--- src/rtl/audio_pwm_out.sv ---
// Audio output stage: volume-scaled sample pipeline feeding a 1-bit PWM pin, plus sample pacing.
// Optional SOFT_MUTE_EN: level_out slews by one step per PWM period toward the pending level.
module audio_pwm_out #(
    parameter int unsigned SAMPLE_DIV = 256,
    parameter int unsigned PWM_BITS   = 8
) (
    input  logic       clk,
    input  logic       reset,
    input  logic [7:0] sample_in,
    input  logic [3:0] volume1,
    input  logic [3:0] volume0,
    input  logic       play,
    output logic       sample_req,
    output logic       pwm_out,
    output logic [7:0] level_out
);

    localparam int unsigned DivW = $clog2(SAMPLE_DIV);
    localparam int unsigned CmpW = (PWM_BITS > 8) ? PWM_BITS : 8;

    logic [DivW-1:0]     div_cnt_q, div_cnt_d;
    logic                req_q, req_d;
    logic                s1_vld_q, s2_vld_q;
    logic signed [8:0]   s1_sample_q, s1_sample_d;
    logic [6:0]          s1_vol_q;
    logic signed [15:0]  prod_q, prod_d;
    logic [7:0]          pending_q, pending_d;
    logic [PWM_BITS-1:0] pwm_cnt_q;
    logic                pwm_q, pwm_d;
    logic [7:0]          level_q, level_d;

    logic [3:0]          dig1, dig0;
    logic [6:0]          vol_dec;
    logic signed [22:0]  scaled, shifted, biased;
    logic [7:0]          sat_level;
    logic                div_last, pwm_wrap;

    // Sample divider; the registered strobe makes the first pulse land SAMPLE_DIV cycles out.
    always_comb begin
        div_last  = (div_cnt_q == DivW'(SAMPLE_DIV - 1));
        div_cnt_d = div_last ? '0 : div_cnt_q + 1'b1;
        req_d     = div_last;
    end

    always_comb begin
        dig1    = (volume1 > 4'd9) ? 4'd9 : volume1;
        dig0    = (volume0 > 4'd9) ? 4'd9 : volume0;
        vol_dec = ({3'b000, dig1} << 3) + ({3'b000, dig1} << 1) + {3'b000, dig0};
    end

    always_comb begin
        s1_sample_d = $signed({1'b0, sample_in}) - 9'sd128;
        prod_d      = 16'(s1_sample_q) * 16'($signed({1'b0, s1_vol_q}));
    end

    // (p * 41) >>> 12 approximates p / 100 with floor toward -inf.
    always_comb begin
        scaled  = 23'(prod_q) * 23'sd41;
        shifted = scaled >>> 12;
        biased  = shifted + 23'sd128;
        if (biased < 23'sd0) begin
            sat_level = 8'd0;
        end else if (biased > 23'sd255) begin
            sat_level = 8'd255;
        end else begin
            sat_level = biased[7:0];
        end
        pending_d = pending_q;
        if (s2_vld_q) begin
            pending_d = play ? sat_level : 8'd128;
        end
    end

    always_comb begin
        pwm_wrap = &pwm_cnt_q;
        pwm_d    = (CmpW'(pwm_cnt_q) < CmpW'(level_q));
        level_d  = level_q;
`ifdef SOFT_MUTE_EN
        if (pwm_wrap) begin
            if (level_q < pending_q) begin
                level_d = level_q + 8'd1;
            end else if (level_q > pending_q) begin
                level_d = level_q - 8'd1;
            end
        end
`else
        if (pwm_wrap) begin
            level_d = pending_q;
        end
`endif
    end

    always_ff @(posedge clk) begin
        if (reset) begin
            div_cnt_q   <= '0;
            req_q       <= 1'b0;
            s1_vld_q    <= 1'b0;
            s2_vld_q    <= 1'b0;
            s1_sample_q <= '0;
            s1_vol_q    <= '0;
            prod_q      <= '0;
            pending_q   <= 8'd128;
            pwm_cnt_q   <= '0;
            pwm_q       <= 1'b0;
            level_q     <= 8'd128;
        end else begin
            div_cnt_q <= div_cnt_d;
            req_q     <= req_d;
            s1_vld_q  <= req_q;
            s2_vld_q  <= s1_vld_q;
            if (req_q) begin
                s1_sample_q <= s1_sample_d;
                s1_vol_q    <= vol_dec;
            end
            if (s1_vld_q) begin
                prod_q <= prod_d;
            end
            pending_q <= pending_d;
            pwm_cnt_q <= pwm_cnt_q + 1'b1;
            pwm_q     <= pwm_d;
            level_q   <= level_d;
        end
    end

    assign sample_req = req_q;
    assign pwm_out    = pwm_q;
    assign level_out  = level_q;

endmodule

--- config.mk ---
export PLATFORM = sky130hd
export DESIGN_NAME = audio_pwm_out
export DESIGN_NICKNAME = d
export VERILOG_FILES = /design/src/rtl/audio_pwm_out.sv
export SDC_FILE = /design/constraint.sdc
export NUM_CORES = 1
export LEC_CHECK = 0
export CAP_MARGIN = 40
export CORE_MARGIN = 2
export CORE_UTILIZATION = 45
export DETAILED_ROUTE_END_ITERATION = 12
export DONT_BUFFER_PORTS = 1
export SKIP_LAST_GASP = 1
export SLEW_MARGIN = 30
export SYNTH_ARGS = -nofsm -noshare
export SYNTH_HDL_FRONTEND = slang
export SYNTH_SLANG_ARGS = --single-unit
--- constraint.sdc ---
create_clock -name clk -period 4.4 [get_ports clk]
set_clock_uncertainty 0.15 [all_clocks]
set_input_delay 0.66 -clock clk [delete_from_list [all_inputs] [get_ports clk]]
set_output_delay 0.66 -clock clk [all_outputs]
set_load 0.01 [all_outputs]
# Word-level counts from Yosys, hierarchy flattened
# Index checks and enable logic that the tools add are counted.
[totals] regBits=68 word_cells=32
[op_classes] addsub=6 multipliers=2 magnitude_cmp=5 n_eq_ne=1 mux=5 reduce_logical=2
[ops] cell="8-bit two-way mux" count=3
[ops] cell="16-bit by 7-bit multiplier with 23-bit output (second input constant)" count=1
[ops] cell="8-bit by 1-bit adder with 8-bit output (second input constant)" count=2
[ops] cell="9-bit by 8-bit multiplier with 16-bit output" count=1
[ops] cell="11-bit by 9-bit adder with 12-bit output (second input constant)" count=1
[ops] cell="12-bit by 9-bit greater-than comparator with 1-bit output (second input constant)" count=1
[ops] cell="12-bit by 1-bit < comparator with 1-bit output (second input constant)" count=1
[ops] cell="8-bit by 8-bit subtractor with 9-bit output (second input constant)" count=1
[ops] cell="8-bit == test (second input constant)" count=1
[ops] cell="4-bit greater-than comparator (second input constant)" count=2
[ops] cell="8-bit < comparator" count=1
[ops] cell="4-bit two-way mux" count=2
[ops] cell="8-bit AND reduction" count=1
[ops] cell="7-bit by 4-bit adder with 7-bit output" count=1
[ops] cell="7-bit by 5-bit adder with 7-bit output" count=1
[ops] cell="2-bit OR reduction" count=1

# Logic depth before layout (Yosys ltp)
[depth] word_depth=6 ltp_mapped=19 depth_no_buf=19

# Worst setup path after synthesis
# Ideal clock, no wire load.
[synth_path] path_type="register to register" startpoint="reg s1_sample_q[7]" endpoint="reg prod_q[14]" setup_ns=0.122 arrival_ns=4.120 required_time_ns=4.128 path_slack_ns=0.008 stages_incl_launch_ff=16 n_path_buf=1 synth_period_minus_slack_ns=4.392 cell_sequence="dfxtp_1 clkbuf_1 nand2_1 fa_1 inv_1 fa_1 inv_1 fa_1 inv_1 fa_1 ha_1 or2_2 a21oi_1 a31oi_1 nor4b_1 a311o_1"
[synth_via] elab_chain_cells=1
[synth_lines] element="from (decl)" line="24" text="logic signed [8:0] s1_sample_q, s1_sample_d;"
[synth_lines] element="from (signal assigned)" line="112" text="s1_sample_q <= s1_sample_d;"
[synth_lines] element="9-bit by 8-bit multiplier with 16-bit output" line="53" text="prod_d = 16'(s1_sample_q) * 16'($signed({1'b0, s1_vol_q}));"
[synth_lines] element="to (signal assigned)" line="116" text="prod_q <= prod_d;"
[synth_lines] element="to (decl)" line="26" text="logic signed [15:0] prod_q, prod_d;"
# Every way passes these cells.
# A chain may end at the register's enable or synchronous reset.

# Worst setup path after layout
[layout_path] startpoint="reg s1_vol_q[2]" endpoint="reg prod_q[14]"
[layout_via] elab_chain_cells=1
[layout_lines] element="from (decl)" line="25" text="logic [6:0] s1_vol_q;"
[layout_lines] element="from (signal assigned)" line="113" text="s1_vol_q <= vol_dec;"
[layout_lines] element="9-bit by 8-bit multiplier with 16-bit output" line="53"
# Every way passes these cells.

==> results.py <==
metrics = {
    "status": {
        "status": "completed",
    },
    "power": {
        "fin_total_pwr_mw": 1.43,
        "p_per_area_nw_per_um2": 179,
        "peakVddDrop_mv": 0.174,
        "p_leak_nw": 3.73,
    },
    "finish": {
        "antenna_cells": 0,
        "final_nets": 976,
        "drive_above_1_share_pct": 20.3,
        "multi_input_comb_area_um2": 5110,
        "syn_to_final_growth_pct": 19.2,
        "n_fill_cell": 1312,
        "ff_latch_area_um2": 1380,
    },
    "yosys": {
        "synth_area_per_cell_um2": 8.98,
        "synth_area_um2": 6710,
        "netlist_instances": 747,
        "synth_common_cells": "inv_1, ha_1, dfxtp_1",
        "async_flop_share_pct": 0,
        "yosys_warnings": 0,
        "ys_seq_elements": 67,
        "synth_largest_area_cell": "dfxtp_1",
        "yosysTopAreaCellShare_pct": 20.0,
        "syn_nets": 927,
        "synth.area.top_cells": "dfxtp_1, fa_1, ha_1",
        "synth_flop_cell": "dfxtp_1",
        "synth_enable_flop_cells": 0,
        "ys_types": 57,
        "yosysMostFrequentCell": "inv_1",
        "seq_area_frac_synth_pct": 20.0,
    },
    "detailed_routing": {
        "wl_per_cell_um": 12.9,
        "routed_via_density": 5.04,
        "dr.pass1.iters": 4,
        "drt-total-wl_um": 12700,
        "post-route-drc-count": 0,
        "drt_iter0_drc": 136,
        "num_vias": 4960,
        "ant_nets": 0,
    },
    "clock_tree": {
        "clkSlewWorstSetupHoldPaths_ns": 0.06,
        "cts_root_buf": "clkbuf_16",
        "clock_latency_ns": 0.34,
        "cts_sinks": 67,
        "h-tree-depth": 3,
        "numCtsBuffers": 9,
        "cts_tree": "done",
        "cts_buffer_depth": 2,
    },
    "grt": {
        "first_global_vias": 5010,
        "grt.total_usage_pct": 16.3,
        "grt_max_degree": 62,
        "grt_pass1_wl_um": 21500,
        "grt_overflow": 0,
        "antenna_found_initial": 0,
    },
    "timing": {
        "rsz0062_at_grt": "true",
        "layout_min_cycle_time_ns": 4.25,
        "slew_headroom_pct": 53.7,
        "worst_pin_slew_ns": 0.694,
        "drv_slew": 0,
        "final.period_utilization_pct": 96.7,
        "clock.fmax_ghz": 0.235,
        "setup_viol": 0,
        "hold_violations": 0,
        "hold_slack_ns": 0.242,
    },
    "critical_path": {
        "critPathKind": "reg2reg",
        "slowest_stage": "fa_1",
        "max_stage_delay_ns": 0.59,
        "reg2regPathDepth": 18,
        "required_ns": 4.48,
        "cp_max_fo": 6,
        "crit_chain": "clkbuf_2 -> and2_1 -> ha_1 -> fa_1 -> ha_1 -> inv_1 -> fa_1 -> inv_1 -> ha_1 -> a21o_1 -> a21oi_2 -> o21ai_2 -> a21oi_2 -> o21ai_2 -> nand4_1 -> a31oi_1 -> nor4b_2 -> a311o_1",
        "cp_common_cell": "ha_1",
        "cp-start-kind": "flop",
        "cp.arrival_ns": 4.34,
        "crit_path_end_kind": "flop",
    },
    "floorplan": {
        "ios": 29,
        "start_util_pct": 46.2,
        "die_y_um": 126,
        "die_w_um": 126,
        "row_count": 44,
        "core_area_um2": 14500,
        "dieArea_um2": 15900,
    },
    "placed_design": {
        "io_buffers": 0,
        "routabilityCongestion": 0.806,
        "dp_hpwl_um": 9970,
    },
    "worst_hold_path": {
        "hold_depth": 1,
        "hp-class": "in2reg",
    },
    "run": {
        "maxCapViolCount": 0,
    },
}
-- layer usage --
layer	GRT usage (%)	vias up	part of all wire (%)
met5	0	-	0
met4	5.30	0	1.3
met3	3.82	13	2.6
met2	28.4	41	50
met1	19.9	2383	46
li1	-	2523	-
-- per-stage QoR --
stage,TNS [ns],setup slack (ns),area [µm²],util [%],cells
after floorplan,0,0.00839,6710,-,747
after global placement,-0.225,-0.0945,7250,49.9,963
after detailed placement,-0.886,-0.164,7250,49.9,963
after CTS,0,0.00787,7600,52.3,981
after global routing,-0.117,-0.0486,8000,55.1,985
final,0,0.147,8000,55.1,985
-- cell families (layout without fill, tap and decap cells) --
family	count (synthesis)	after routing	share of synthesized area, %
AND/OR/NAND/NOR	192	192	14.2
buffers and inverters	164	218	9.17
adder cells (fa/ha/maj)	162	162	37.2
AO/OA/AOI/OAI	103	103	11.2
flip-flops	67	67	20.0
XOR/XNOR	32	32	4.18
multiplexers	27	27	4.03
-- where the power goes --
group	total, mW	switching [mW]	internal [mW]
Clock	0.772	0.278	0.494
Combinational	0.0455	0.0220	0.0235
Sequential	0.614	0.00479	0.610
-- critical path, delay by kind of cell, from the launching register on --
family	cells	cell delay, ns
adders and majority gates	5	1.86
and+or+nand+nor	3	0.42
buffers and inverters	3	0.26
DFF	1	0.36
AOI/OAI and AO/OA	7	1.10
-- path summary, 6_finish.rpt --
path | from | to | slack [ns]
worst min-delay path | reset | div_cnt_q[6] | 0.24
worst max register to register | s1_vol_q[2] | prod_q[14] | 0.15
worst max-delay path | s1_vol_q[2] | prod_q[14] | 0.15
worst min register to register | pwm_cnt_q[0] | pwm_cnt_q[0] | 0.31
-- cell usage in the layout, fill, tap and decap left out, types with 4 or more instances in the layout --
cell       instances
nand2b_1           4
inv_1            143
mux2i_1           27
a21oi_2            9
nor2b_1            6
or2_2              4
xor2_1             9
ha_4              14
nand2_1           38
a21oi_1           30
a21o_1             7
xnor2_1           23
a211oi_1           5
dfxtp_1           48
nor3_1             9
nand3_1           13
clkbuf_16          9
fa_1              61
and2_1            39
inv_2              4
dfxtp_2           15
ha_1              82
and3_1             4
dfxtp_4            4
buf_4             51
nand4_1            5
nor2_1            53
o21ai_0            8
o21ai_2            5
-- final cells by class --
cell class	instances	area share [%]
timing repair buffer	55	5.27
tap	184	2.88
sequential	67	17.2
clock inverter	7	1.16
clock buffer	9	2.81
inverter	147	6.89
multi-input combinational	516	63.8
-- sequential cells by signal, summed over array words and instances, names as in the netlist --
register / cells
pwm_cnt_q: 8
sample_req: 1
pending_q: 8
div_cnt_q: 8
prod_q: 16
s1_vol_q: 7
pwm_out: 1
s2_vld_q: 1
level_out: 8
s1_vld_q: 1
s1_sample_q: 8
-- repair_timing --
action	4_1_cts	5_1_grt
hold buffers	0	0
pin swaps	2	46
setup buffers	2	4
hold endpoints to repair	0	0
endpoints found under the setup margin	11	13
gates resized for setup	13	78
No activity file was read; power rests on OpenSTA's default activity.
